--- src/rtl/clk_enable_gen_pkg.sv ---
// Shared types and constants for the clk_enable_gen clock-enable generator.
`timescale 1ns/1ps
package clk_enable_gen_pkg;

  localparam int unsigned DEFAULT_DIV = 2;

  typedef enum logic {
    CONT    = 1'b0,
    ONESHOT = 1'b1
  } mode_e;

  typedef enum logic {
    IDLE = 1'b0,
    RUN  = 1'b1
  } state_e;

endpackage

--- src/rtl/clk_enable_ch.sv ---
// One clock-enable channel: period counter, IDLE/RUN state and pending config.
// One-shot mode and trigger-start exist only when CLK_ENABLE_GEN_ONESHOT_EN is defined.
`timescale 1ns/1ps
module clk_enable_ch
  import clk_enable_gen_pkg::*;
#(
  parameter int unsigned DIV_W   = 8,
  parameter int unsigned RST_DIV = 2
) (
  input  logic             clk,
  input  logic             rst_n,
  input  logic             en,
  input  logic             cfg_wr,
  input  logic [DIV_W-1:0] cfg_div,
  input  logic             cfg_mode,
  input  logic             trig,
  output logic             enable,
  output logic             busy
);

  state_e           state_q, state_d;
  mode_e            mode_q, mode_d, pmode_q, pmode_d;
  logic [DIV_W-1:0] cnt_q, cnt_d, div_q, div_d, pdiv_q, pdiv_d;
  logic             pend_q, pend_d;
  logic [DIV_W-1:0] last;
  logic             terminal;
  logic             apply;

  // Periods of 0 and 1 both collapse to a terminal count of 0.
  assign last     = (div_q > DIV_W'(1)) ? div_q - DIV_W'(1) : '0;
  assign terminal = (state_q == RUN) && (cnt_q == last);
  assign enable   = terminal && en;

`ifdef CLK_ENABLE_GEN_ONESHOT_EN
  assign busy = (state_q == RUN);
`else
  assign busy = 1'b1;
  logic unused_cfg_mode;
  assign unused_cfg_mode = cfg_mode;
`endif

  always_ff @(posedge clk or negedge rst_n) begin
    if (!rst_n) begin
      state_q <= RUN;
      mode_q  <= CONT;
      cnt_q   <= '0;
      div_q   <= DIV_W'(RST_DIV);
      pdiv_q  <= '0;
      pmode_q <= CONT;
      pend_q  <= 1'b0;
    end else begin
      state_q <= state_d;
      mode_q  <= mode_d;
      cnt_q   <= cnt_d;
      div_q   <= div_d;
      pdiv_q  <= pdiv_d;
      pmode_q <= pmode_d;
      pend_q  <= pend_d;
    end
  end

  always_comb begin
    state_d = state_q;
    mode_d  = mode_q;
    cnt_d   = cnt_q;
    div_d   = div_q;
    pdiv_d  = pdiv_q;
    pmode_d = pmode_q;
    pend_d  = pend_q;
    apply   = 1'b0;

    if (en) begin
      case (state_q)
        RUN: begin
          // A continuous-mode trigger realigns phase and cancels this boundary.
          if (trig && (mode_q == CONT)) begin
            cnt_d = '0;
          end else if (terminal) begin
            cnt_d = '0;
            apply = pend_q;
            if (mode_q == ONESHOT) state_d = IDLE;
          end else begin
            cnt_d = cnt_q + DIV_W'(1);
          end
        end
        IDLE: begin
          if (pend_q) begin
            apply = 1'b1;
          end
`ifdef CLK_ENABLE_GEN_ONESHOT_EN
          else if (trig) begin
            state_d = RUN;
            cnt_d   = '0;
          end
`endif
        end
        default: state_d = RUN;
      endcase
    end

    if (apply) begin
      div_d   = pdiv_q;
      mode_d  = pmode_q;
      pend_d  = 1'b0;
      cnt_d   = '0;
      state_d = (pmode_q == CONT) ? RUN : IDLE;
    end

    // Captured after apply so a write on a boundary waits for the next one.
    if (cfg_wr) begin
      pdiv_d = cfg_div;
`ifdef CLK_ENABLE_GEN_ONESHOT_EN
      pmode_d = mode_e'(cfg_mode);
`else
      pmode_d = CONT;
`endif
      pend_d = 1'b1;
    end
  end

endmodule

--- src/rtl/clk_enable_gen.sv ---
// Multi-channel programmable clock-enable generator: config decode and iEn fan-out.
// Optional one-shot mode is enabled by defining CLK_ENABLE_GEN_ONESHOT_EN.
`timescale 1ns/1ps
module clk_enable_gen #(
  parameter int unsigned NUM_CH      = 4,
  parameter int unsigned DIV_W       = 8,
  parameter int unsigned DEFAULT_DIV = clk_enable_gen_pkg::DEFAULT_DIV,
  localparam int unsigned CH_W       = (NUM_CH > 1) ? $clog2(NUM_CH) : 1
) (
  input  logic              iClk,
  input  logic              iRsn,
  input  logic              iEn,
  input  logic              iCfgWr,
  input  logic [CH_W-1:0]   iCfgCh,
  input  logic [DIV_W-1:0]  iCfgDiv,
  input  logic              iCfgMode,
  input  logic [NUM_CH-1:0] iTrig,
  output logic [NUM_CH-1:0] oEnable,
  output logic [NUM_CH-1:0] oBusy
);

  for (genvar g = 0; g < NUM_CH; g++) begin : g_ch
    logic wr;

    // Out-of-range channel numbers match no instance and are dropped.
    assign wr = iCfgWr && (iCfgCh == CH_W'(g));

    clk_enable_ch #(
      .DIV_W  (DIV_W),
      .RST_DIV(DEFAULT_DIV)
    ) u_ch (
      .clk     (iClk),
      .rst_n   (iRsn),
      .en      (iEn),
      .cfg_wr  (wr),
      .cfg_div (iCfgDiv),
      .cfg_mode(iCfgMode),
      .trig    (iTrig[g]),
      .enable  (oEnable[g]),
      .busy    (oBusy[g])
    );
  end

endmodule

--- config.mk ---
export PLATFORM = sky130hd
export DESIGN_NAME = clk_enable_gen
export DESIGN_NICKNAME = d
export VERILOG_FILES = /design/src/rtl/clk_enable_gen_pkg.sv /design/src/rtl/clk_enable_ch.sv /design/src/rtl/clk_enable_gen.sv
export SDC_FILE = /design/constraint.sdc
export NUM_CORES = 1
export LEC_CHECK = 0
export ABC_AREA = 1
export CORE_MARGIN = 2
export CORE_UTILIZATION = 38
export DETAILED_ROUTE_END_ITERATION = 12
export DONT_BUFFER_PORTS = 1
export GPL_TIMING_DRIVEN = 0
export HOLD_SLACK_MARGIN = 0.12
export PLACE_DENSITY = 0.62
export SLEW_MARGIN = 20
export SYNTH_ARGS = -nofsm -noshare
export SYNTH_HDL_FRONTEND = slang
export SYNTH_SLANG_ARGS = --single-unit
--- constraint.sdc ---
create_clock -name iClk -period 3.9 [get_ports iClk]
set_clock_uncertainty 0.2 [all_clocks]
set_input_delay 0.39 -clock iClk [delete_from_list [all_inputs] [get_ports iClk]]
set_output_delay 0.39 -clock iClk [all_outputs]
set_load 0.02 [all_outputs]
==> results.md, run 1 <==
- Aggregate global-route resource usage: 16.7%
- Yosys warning total: 0
- Number of buffers inserted during clock tree synthesis: 9
- Congestion Overflow GR: 0
- CTS Root Buffer Type: sky130_fd_sc_hd__clkbuf_16
- Detailed-router iteration count before antenna repair: 5
- Synth Area in XOR/XNOR: 3.22%
- Reg2reg setup slack: 1.14 ns
- Multiplexer fraction of the synthesized cell area: 0%
- Worst-Skew Late Latency: 0.35 ns
- Adder and majority gate portion of the synthesized area: 2.30%
- Peak fanout along the critical path: 10
- Detail-routed net length per standard cell: 12.2 µm
- Count of buffers inserted at the top-level ports: 0
- Clock input transition at the sequential cells of the worst setup and hold paths: 0.07 ns
- Main synth FF type: sky130_fd_sc_hd__dfrtp_1
- RSZ-0062 raised after global routing: no
- CP Class: reg -> out
- Routability congestion estimate: 0.841
- Total negative slack: 0 ns
- CP endpoint kind: primary output
- LEAKAGE: 3.88 nW
- Hold slack: 0.116 ns
- Fraction of the yosys area taken by sequential cells: 40.0%
- Antenna violations before repair: 0
- Clock period minus final worst setup slack: 3.31 ns
- First DRT Iteration DRCs: 294
- Final WL: 14400 µm
- WP data required: between 3 and 4 ns
- Residual antenna-violating net count after detailed routing: 0
- Share of total power in combinational logic: 52.1%
- Clock H-tree levels: 3
- Power per cell area: between 700 and 800 nW/µm²
- Die X: about 140 µm
- Max rail drop VDD: between 300 and 400 µV
- Largest stage delay, worst path: 0.55 ns
- Floorplan die height: 135 µm
- Worst setup SP type: register
- Area Growth Syn to Fin: 10.7%
- Dominant combinational cell family by area after synthesis: simple AND/OR/NAND/NOR gates
- Share of the synthesized area in compound gates (AO/OA/AOI/OAI): 4.26%
- Number of hold buffers added after cts: 9
- Antenna Diode Count: 0
- Core outline area: 16700 µm²
- Final critical-path share of the clock period: 84.9%
- Class of the tightest hold or removal check: in -> reg
- Total standard cell area after synthesis: approximately 6500 µm²
- Worst slew pin tran: 0.745 ns
- Max-capacitance violation count: 0
- Post-synth cell types: 31
- Via density per instance: 4.75
- Number of cell rows: between 40 and 50
- Part of the total power dissipated in sequential elements: 29.9%
- Post-CTS Setup Bufs: 0
- Critical-path cell list: inv_1 > ha_1 > nor2_1 > nor2_1 > nand2_2 > buf_6 > nand3_1 > nand2_1 > nand3_1 > a21oi_2 > nand3_1 > nor2_1 > buf_4
- Number of hold-slack violations in the final timing report: 0
- Gate Count Post-Synth: 928
- Result of the run: completed
- Slowest-stage cell, CP: sky130_fd_sc_hd__dfstp_2
- Mean post-synth cell area: between 7 and 8 µm²
- Maximum frequency from static timing analysis: 0.302 GHz
- DRC violations left: 0
- Vias in the first global route: ~5200
- Final HPWL DP: 10500 µm
- Share of total power in the clock network: 18.0%
- Total number of clock tree sinks: 104
- First-pass GRT wire length: about 25000 µm
- TritonCTS clock tree: built
- Bufs on Longest Clock Path: 2
- Internal power: 2.84 mW
- CTS-repair resized insts: 0
- Net count of the finished layout: 982
- Total number of vias: roughly 5600
- Synthesized-area fraction occupied by and/or/nand/nor cells: 40.2%
- Die area: around 18000 µm²
- PnR Total Power: 5.21 mW
- #FFs+latches synth: between 100 and 150
- Async SR Flop Fraction: 100%
- Final Setup Violations: 0
- Starting density of the core: 39.1%
- Switching Fraction: between 40 and 50%
- Maximum number of pins on one net before global-route repair: 105
- Sw Pwr: 2.38 mW
- Number of synthesized flops with an enable pin: 0
- Layout cells sized above 1: just under 9%
- # IOs: 27
- Tightest slew margin relative to the limit: slightly above 50%
- Number of max-slew violations in the final report: 0
- Worst EP arrival: 2.72 ns
## power by group through the flow
stage / Sequential [mW] / Clock [mW] / Combinational (mW)
finish: 1.56 / 0.937 / 2.72
global route: 1.60 / 1.01 / 3.16
CTS: 1.56 / 0.961 / 2.73
detailed placement: 1.58 / 0 / 2.68
global placement: 1.58 / 0 / 2.65
floorplan: 1.51 / 0 / 2.28
## flip-flops by register name, indices dropped and copies added, names as in the netlist
| register | count |
|---|---|
| g_ch.u_ch.pdiv_q | 32 |
| g_ch.u_ch.div_q | 32 |
| g_ch.u_ch.state_q | 4 |
| g_ch.u_ch.cnt_q | 32 |
| g_ch.u_ch.pend_q | 4 |
## stage by stage
stage / util, % / setup WS [ns] / cells / cell area [µm²]
global route: 43.2 / 0.327 / 1176 / 7220
floorplan: - / 1.28 / 931 / 6540
finish: 43.2 / 0.589 / 1176 / 7220
detailed placement: 40.8 / 0.978 / 1151 / 6810
global placement: 40.8 / 0.967 / 1151 / 6810
CTS: 43.2 / 0.591 / 1176 / 7220
## worst max-delay path: cells and delay by family (launching register included)
family,cells,cell delay (ns)
DFF,1,0.55
adders and majority gates,1,0.24
buffers and inverters,3,0.36
and+or+nand+nor,8,1.00
AOI/OAI and AO/OA,1,0.22
## synthesized netlist by cell type (8+ instances only)
cell type                   n  area, µm²
sky130_fd_sc_hd__ha_1      12        150
sky130_fd_sc_hd__nand2_1  322       1210
sky130_fd_sc_hd__dfrtp_1   96       2400
sky130_fd_sc_hd__nor3_1     8       40.0
sky130_fd_sc_hd__nand3_1  110        551
sky130_fd_sc_hd__dfstp_2    8        210
sky130_fd_sc_hd__xor2_1    23        201
sky130_fd_sc_hd__buf_4      8       60.1
sky130_fd_sc_hd__buf_6      8       90.1
sky130_fd_sc_hd__nand4_1   32        200
sky130_fd_sc_hd__inv_1    119        447
sky130_fd_sc_hd__nor2_1    70        263
sky130_fd_sc_hd__o21ai_0   42        210
sky130_fd_sc_hd__nand2_2    8       50.1
## cell families after synthesis
family | after synthesis
other cells | 1
xor+xnor | 24
flops | 104
fa+ha+maj | 12
compound gates | 53
buf+inv | 149
simple gates | 585
## layout by cell type (no fill, tap or decap), types with 4 or more instances in the layout
cell type / instances
sky130_fd_sc_hd__dfrtp_1: 96
sky130_fd_sc_hd__nor3_1: 8
sky130_fd_sc_hd__clkbuf_16: 9
sky130_fd_sc_hd__nand3_1: 110
sky130_fd_sc_hd__o22ai_1: 4
sky130_fd_sc_hd__nor2_2: 7
sky130_fd_sc_hd__buf_6: 8
sky130_fd_sc_hd__dlygate4sd3_1: 8
sky130_fd_sc_hd__nand3_2: 6
sky130_fd_sc_hd__nand3b_1: 6
sky130_fd_sc_hd__nor2_1: 70
sky130_fd_sc_hd__inv_2: 4
sky130_fd_sc_hd__ha_1: 12
sky130_fd_sc_hd__nand2_4: 7
sky130_fd_sc_hd__dfstp_2: 8
sky130_fd_sc_hd__inv_1: 119
sky130_fd_sc_hd__a21oi_1: 5
sky130_fd_sc_hd__nand4_1: 32
sky130_fd_sc_hd__buf_4: 8
sky130_fd_sc_hd__nand2_1: 322
sky130_fd_sc_hd__conb_1: 4
sky130_fd_sc_hd__o21ai_0: 42
sky130_fd_sc_hd__clkinv_1: 5
sky130_fd_sc_hd__xor2_1: 23
sky130_fd_sc_hd__clkbuf_1: 4
sky130_fd_sc_hd__nand2_2: 8
## metal layers
layer | GRT usage, % | wire length, µm | share of wire, % | up-vias
li1 | - | - | - | 2962
met1 | 23.8 | 7180 | 50 | 2546
met2 | 27.1 | 6630 | 46 | 64
met3 | 1.91 | 412 | 2.9 | 13
met4 | 4.51 | 169 | 1.2 | 0
met5 | 0 | 0 | 0 | -
## final timing paths
| kind | startpoint | endpoint | cells past startpoint |
|---|---|---|---|
| max | g_ch[1].u_ch.div_q[1]$_DFFE_PN1N_ | oEnable[1] | 13 |
| min | iCfgDiv[6] | g_ch[2].u_ch.pdiv_q[6]$_DFFE_PN0P_ | 2 |
| max reg2reg | g_ch[2].u_ch.div_q[1]$_DFFE_PN1N_ | g_ch[2].u_ch.cnt_q[6]$_DFFE_PN0P_ | 16 |
| min reg2reg | g_ch[0].u_ch.pend_q$_DFFE_PN0P_ | g_ch[0].u_ch.pend_q$_DFFE_PN0P_ | 2 |
| max in group asynchronous | iRsn | g_ch[0].u_ch.state_q$_DFFE_PN1P_ | 2 |
| min in group asynchronous | iRsn | g_ch[3].u_ch.cnt_q[3]$_DFFE_PN0P_ | 2 |
## cell type report
class	count	area, µm²
fillers	1730	9480
multi-input cells	678	3270
flip-flops and latches	104	2610
inverters	128	480
well taps	220	275
clock buffers	10	239
plain buffers	21	169
repair buffers	9	108
clock inverters	6	65.1
Power figures use the tool's default switching activity.
==> run 2: changes to the inputs <==
--- a/config.mk
+++ b/config.mk
@@ -12,7 +12,7 @@
 export DONT_BUFFER_PORTS = 1
 export GPL_TIMING_DRIVEN = 0
 export HOLD_SLACK_MARGIN = 0.12
-export PLACE_DENSITY = 0.62
+export PLACE_DENSITY = 0.64
 export SLEW_MARGIN = 20
 export SYNTH_ARGS = -nofsm -noshare
 export SYNTH_HDL_FRONTEND = slang
==> constraint.sdc (replaced) <==
create_clock -name iClk -period 2.9 [get_ports iClk]
set_clock_uncertainty 0.2 [all_clocks]
set_input_delay 0.29 -clock iClk [delete_from_list [all_inputs] [get_ports iClk]]
set_output_delay 0.29 -clock iClk [all_outputs]
set_load 0.02 [all_outputs]
==> results.md, run 2 (synthesis gave the netlist of run 1 again) <==
- Detailed-router iteration count before antenna repair: 4 (-1)
- CTS Root Buffer Type: sky130_fd_sc_hd__clkbuf_16
- Total number of vias: 5867 (+5.0%)
- DRC violations left: 0 (unchanged)
- Core outline area: 16700 µm² (unchanged)
- Internal power: 4.30 mW (+52%)
- Tightest slew margin relative to the limit: 52.1% (+1.7 points)
- Final Setup Violations: 0 (unchanged)
- Clock input transition at the sequential cells of the worst setup and hold paths: 0.07 ns (about the same)
- Power per cell area: 1010 nW/µm² (+40%)
- TritonCTS clock tree: built
- Share of total power in the clock network: 14.6% (-3.4 points)
- Clock period minus final worst setup slack: 2.82 ns
- Total number of clock tree sinks: 104 (unchanged)
- Slack of the critical path: 0.0785 ns (-0.510 ns)
- Antenna Diode Count: 0 (unchanged)
- WP data required: 2.41 ns (-0.90 ns)
- Die X: 135 µm (unchanged)
- Switching Fraction: 45.2% (-0.36 points)
- Worst-Skew Late Latency: 0.35 ns (about the same)
- Sw Pwr: 3.55 mW (+49%)
- Final WL: 15100 µm (+4.6%)
- Via density per instance: 4.81 (+1.3%)
- Part of the total power dissipated in sequential elements: 27.1% (-2.8 points)
- Residual antenna-violating net count after detailed routing: 0 (unchanged)
- Max-capacitance violation count: 0 (unchanged)
- Total negative slack: 0 ns (unchanged)
- Final design area excluding fillers: 7750 µm² (+7.3%)
- Max rail drop VDD: 618 µV (+96%)
- Starting density of the core: 39.1% (unchanged)
- PnR Total Power: 7.85 mW (+51%)
- Number of cell rows: 47 (unchanged)
- Number of buffers inserted during clock tree synthesis: 9 (unchanged)
- LEAKAGE: 4.08 nW (+5.2%)
- CP endpoint kind: primary output
- # IOs: 27 (unchanged)
- Worst slew pin tran: 0.719 ns (-0.0256 ns)
- Layout cells sized above 1: 15.8% (+7.1 points)
- Routability congestion estimate: 0.822 (-2.3%)
- Count of buffers inserted at the top-level ports: 0 (unchanged)
- Share of total power in combinational logic: 58.3% (+6.2 points)
- Result of the run: finished with violations
- Final HPWL DP: 10400 µm (-0.79%)
- First-pass GRT wire length: 25100 µm (+0.88%)
- Worst EP arrival: 2.33 ns (-0.39 ns)
- Die area: 18200 µm² (unchanged)
- Placed Area: 6810 µm² (unchanged)
- CP Class: reg -> out
- Bufs on Longest Clock Path: 2 (unchanged)
- Filler cells: 1698 (-1.8%)
- Number of hold-slack violations in the final timing report: 104 (+104)
- Highest-count cells in the layout ignoring fill and taps: sky130_fd_sc_hd__nand2_1, sky130_fd_sc_hd__inv_1, sky130_fd_sc_hd__nand3_1
- Maximum number of pins on one net before global-route repair: 105 (unchanged)
- Congestion Overflow GR: 0 (unchanged)
- Number of max-slew violations in the final report: 0 (unchanged)
- RSZ-0062 raised after global routing: yes
- Worst setup SP type: register
- Area Growth Syn to Fin: 18.8%
- Number of hold buffers added after cts: 17 (+8)
- Hold slack: -0.566 ns (-0.682 ns)
- Violations in the final reports: negative hold slack
- Vias in the first global route: 5293 (+1.9%)
- Aggregate global-route resource usage: 16.8% (+0.11 points)
- Floorplan die height: 135 µm (unchanged)
- Top flop regs: g_ch.u_ch.cnt_q: 32 flops, g_ch.u_ch.div_q: 32 flops, g_ch.u_ch.pdiv_q: 32 flops
- Peak fanout along the critical path: 7 (-3)
- Most frequent standard cell in the layout excluding fill and tap cells: sky130_fd_sc_hd__nand2_1
- Detail-routed net length per standard cell: 12.4 µm (+0.95%)
- Antenna violations before repair: 0 (unchanged)
- First DRT Iteration DRCs: 284 (-3.4%)
- Net count of the finished layout: 1026 (+4.5%)
- Layout Utilization: 46.4% (+3.2 points)
- Final critical-path share of the clock period: approximately 97%
- Worst Setup Slack post-DPL: 0.0459 ns (-0.932 ns)
- Clock H-tree levels: 3 (unchanged)
- Maximum frequency from static timing analysis: about 0.35 GHz
- Class of the tightest hold or removal check: in -> async
## run 2: through the flow
stage / hold slack [ns] / cells
3_3_place_gp: -0.204 / 1151
6_report: -0.566 / 1219
2_1_floorplan: -0.206 / 931
5_1_grt: -0.578 / 1219
3_5_place_dp: -0.204 / 1151
4_1_cts: -0.578 / 1199
## run 2: layout make-up
type / count / area, µm² / area share [%]
multi-input cells: 678 / 3480 / 44.9
well taps: 220 / 275 / 3.55
repair buffers: 53 / 449 / 5.79
flip-flops and latches: 104 / 2620 / 33.7
plain buffers: 21 / 173 / 2.23
inverters: 128 / 490 / 6.33
clock inverters: 4 / 30.0 / 0.387
clock buffers: 11 / 243 / 3.13
## run 2: routing by layer
metal	up-vias	track usage [%]	share of wire (%)
met2	90	27.7	47
met5	-	0	0
met4	0	4.75	1.5
met1	2700	23.3	48
met3	17	2.18	3.3
li1	3060	-	-
## run 2: what timing repair did
item	in CTS	in global routing
hold endpoints to repair	171	104
resized for setup	28	39
setup buffers	15	18
cloned	1	2
pin swaps	14	35
setup endpoints to repair	4	22
## run 2: path summary, 6_finish.rpt
path | startpoint | end | slack [ns] | depth (start not counted)
setup / recovery | g_ch[1].u_ch.div_q[1]$_DFFE_PN1N_ | oEnable[1] | 0.08 | 13
hold / removal | iRsn | g_ch[3].u_ch.cnt_q[2]$_DFFE_PN0P_ | -0.57 | 0
setup reg to reg | g_ch[3].u_ch.div_q[1]$_DFFE_PN1N_ | g_ch[3].u_ch.pend_q$_DFFE_PN0P_ | 0.21 | 20
hold reg to reg | g_ch[1].u_ch.pend_q$_DFFE_PN0P_ | g_ch[1].u_ch.pend_q$_DFFE_PN0P_ | 0.27 | 2
max in group asynchronous | iRsn | g_ch[0].u_ch.state_q$_DFFE_PN1P_ | 2.83 | 0
min in group iClk | iCfgWr | g_ch[0].u_ch.pdiv_q[0]$_DFFE_PN0P_ | 0.14 | 3
## run 2: critical path, cell delays in order, from the launching register on
cell	delay [ns]
sky130_fd_sc_hd__dfstp_2	0.57
sky130_fd_sc_hd__inv_4	0.05
sky130_fd_sc_hd__ha_4	0.16
sky130_fd_sc_hd__nor2_4	0.11
sky130_fd_sc_hd__nor2_2	0.04
sky130_fd_sc_hd__nand2_2	0.13
sky130_fd_sc_hd__buf_6	0.13
sky130_fd_sc_hd__nand4_1	0.09
sky130_fd_sc_hd__nand2_1	0.08
sky130_fd_sc_hd__nand2_1	0.08
sky130_fd_sc_hd__nor2_4	0.18
sky130_fd_sc_hd__nand3_4	0.11
sky130_fd_sc_hd__nor2_4	0.12
sky130_fd_sc_hd__buf_6	0.13
## run 2: power by group through the flow
stage,Clock (mW),Sequential [mW],Combinational [mW]
after floorplan,0,2.03,3.06
after global placement,0,2.12,3.55
after detailed placement,0,2.13,3.60
after CTS,1.18,2.11,4.09
after global routing,1.23,2.17,5.19
final,1.15,2.12,4.58
==> run 3: changes to the inputs <==
--- a/config.mk
+++ b/config.mk
@@ -13,6 +13,7 @@
 export GPL_TIMING_DRIVEN = 0
 export HOLD_SLACK_MARGIN = 0.12
 export PLACE_DENSITY = 0.64
+export SETUP_SLACK_MARGIN = 0.3
 export SLEW_MARGIN = 20
 export SYNTH_ARGS = -nofsm -noshare
 export SYNTH_HDL_FRONTEND = slang
==> results.md, run 3 (synthesis gave the netlist of run 1 again) <==
- Result of the run: finished with violations
- Violations in the final reports: negative hold slack
- Worst Setup Slack post-DPL: 0.0459 ns (unchanged)
- PnR Total Power: 8.96 mW (+14%)
- First DRT Iteration DRCs: 322 (+13%)
- Top flop regs: g_ch.u_ch.cnt_q: 32 flops, g_ch.u_ch.div_q: 32 flops, g_ch.u_ch.pdiv_q: 32 flops
- WP data required: 2.41 ns (about the same)
- Most frequent standard cell in the layout excluding fill and tap cells: sky130_fd_sc_hd__nand2_1
- Final HPWL DP: 10400 µm (unchanged)
- Detail-routed net length per standard cell: 13.1 µm (+5.9%)
- Worst setup SP type: register
- Class of the tightest hold or removal check: in -> async
- Highest-count cells in the layout ignoring fill and taps: sky130_fd_sc_hd__nand2_1, sky130_fd_sc_hd__inv_1, sky130_fd_sc_hd__nand3_1
- Residual antenna-violating net count after detailed routing: 0 (unchanged)
- Via density per instance: 4.89 (+1.5%)
- Slack of the critical path: 0.0427 ns (-0.0358 ns)
- Count of buffers inserted at the top-level ports: 0 (unchanged)
- Starting density of the core: 39.1% (unchanged)
- Congestion Overflow GR: 0 (unchanged)
- Max-capacitance violation count: 0 (unchanged)
- Critical-path cell list: inv_4 > ha_4 > nor2_4 > nor2_4 > nand2_4 > buf_6 > nand3_2 > nand2_2 > nand3_2 > a21oi_4 > nand3_4 > nor2_4 > buf_6
- # IOs: 27 (unchanged)
- Clock period minus final worst setup slack: 2.86 ns (+0.0358 ns)
- Tightest slew margin relative to the limit: 51.4% (-0.68 points)
- Routability congestion estimate: 0.822 (unchanged)
- Total number of vias: 6077 (+3.6%)
- Final WL: 16300 µm (+8.0%)
- Worst-Skew Late Latency: 0.35 ns (about the same)
- Slowest-stage cell, CP: sky130_fd_sc_hd__dfstp_2
- Total negative slack: 0 ns (unchanged)
- Final design area excluding fillers: 8350 µm² (+7.7%)
- TritonCTS clock tree: built
- Area Growth Syn to Fin: 28.0%
- Combined buffer and inverter count along the critical path: 3 (unchanged)
- DRC violations left: 0 (unchanged)
- Net count of the finished layout: 1051 (+2.4%)
- Cell Count, Final, Fillers Out: 1244 (+2.1%)
- Antenna violations before repair: 0 (unchanged)
- Hold slack: -0.572 ns (-0.00605 ns)
- Number of hold-slack violations in the final timing report: 104 (unchanged)
- Power per cell area: 1070 nW/µm² (+6.0%)
- Number of cell rows: 47 (unchanged)
- Number of buffers inserted during clock tree synthesis: 9 (unchanged)
- Detailed-router iteration count before antenna repair: 7 (+3)
- LEAKAGE: 4.28 nW (+4.9%)
- Floorplan die height: 135 µm (unchanged)
- Largest stage delay, worst path: 0.56 ns (about the same)
- Worst EP arrival: 2.37 ns (+0.04 ns)
- Final critical-path share of the clock period: 98.5% (+1.2 points)
- Layout Utilization: 50.0% (+3.6 points)
- Final Setup Violations: 0 (unchanged)
- First-pass GRT wire length: 26500 µm (+5.6%)
- Number of hold buffers added after cts: 17 (unchanged)
- Antenna Diode Count: 0 (unchanged)
- Bufs on Longest Clock Path: 2 (unchanged)
- Max rail drop VDD: 575 µV (-7.0%)
- Core outline area: 16700 µm² (unchanged)
- Worst slew pin tran: 0.729 ns (+0.0102 ns)
- CP top delay family: simple AND/OR/NAND/NOR gates
- Maximum frequency from static timing analysis: 0.350 GHz (-1.3%)
- Placed Area: 6810 µm² (unchanged)
- Die area: 18200 µm² (unchanged)
- CP Class: reg -> out
- Vias in the first global route: 5636 (+6.5%)
- Reg2reg setup slack: 0.10 ns (-0.11 ns)
- Most numerous cell on the critical path: sky130_fd_sc_hd__nor2_4
- Peak fanout along the critical path: 7 (unchanged)
- Clock H-tree levels: 3 (unchanged)
- CP endpoint kind: primary output
- Maximum number of pins on one net before global-route repair: 105 (unchanged)
- Total number of clock tree sinks: 104 (unchanged)
- CTS Root Buffer Type: sky130_fd_sc_hd__clkbuf_16
- RSZ-0062 raised after global routing: yes
- Clock input transition at the sequential cells of the worst setup and hold paths: 0.07 ns (about the same)
- Die X: 135 µm (unchanged)
- Number of max-slew violations in the final report: 0 (unchanged)
- Aggregate global-route resource usage: 17.8% (+0.99 points)
- Number of cells after detailed placement: 1151 (unchanged)
- Layout cells sized above 1: 23.4% (+7.6 points)
-- run 3: cell types whose count changed in the layout (fill, tap and decap cells not counted), sizes merged --
| cell | previous run | this run |
|---|---|---|
| clkbuf | 15 | 16 |
| buf | 53 | 77 |
-- run 3: timing repair --
action                     4_1_cts  5_1_grt
cloned                           5        1
hold endpoints to repair       168      104
setup endpoints to repair       59       61
buffers inserted                45       10
resized for setup               61      103
pin swaps                       34       40
-- run 3: cell type report --
class	instances	area, µm²
Timing Repair Buffer	78	727
Clock inverter	4	30.0
Multi-Input combinational cell	678	3780
Buffer	21	184
Clock buffer	11	243
Fill cell	1607	8350
Sequential cell	104	2620
Tap cell	220	275
Inverter	128	493
-- run 3: worst paths after layout --
path / startpoint / endpoint / cells after the start
hold reg to reg: g_ch[2].u_ch.pend_q$_DFFE_PN0P_ / g_ch[2].u_ch.pend_q$_DFFE_PN0P_ / 2
setup / recovery: g_ch[1].u_ch.div_q[1]$_DFFE_PN1N_ / oEnable[1] / 13
max in group asynchronous: iRsn / g_ch[0].u_ch.state_q$_DFFE_PN1P_ / 0
setup reg to reg: g_ch[0].u_ch.div_q[1]$_DFFE_PN1N_ / g_ch[0].u_ch.cnt_q[5]$_DFFE_PN0P_ / 20
hold / removal: iRsn / g_ch[3].u_ch.cnt_q[2]$_DFFE_PN0P_ / 0
min in group iClk: iEn / g_ch[2].u_ch.div_q[5]$_DFFE_PN0N_ / 4
-- run 3: report_power, final --
group	internal (mW)	switching (mW)	leakage [nW]
sequential	1.79	0.367	1.33
combinational	2.48	3.16	2.82
clock	0.605	0.549	0.132
total	4.88	4.08	4.28
-- run 3: per-layer routing --
metal | up-vias | track usage, % | share of wire, %
li1 | 3122 | - | -
met5 | - | 0 | 0
met4 | 0 | 5.38 | 1.5
met2 | 97 | 30.2 | 49
met3 | 14 | 2.29 | 3.3
met1 | 2844 | 23.8 | 47
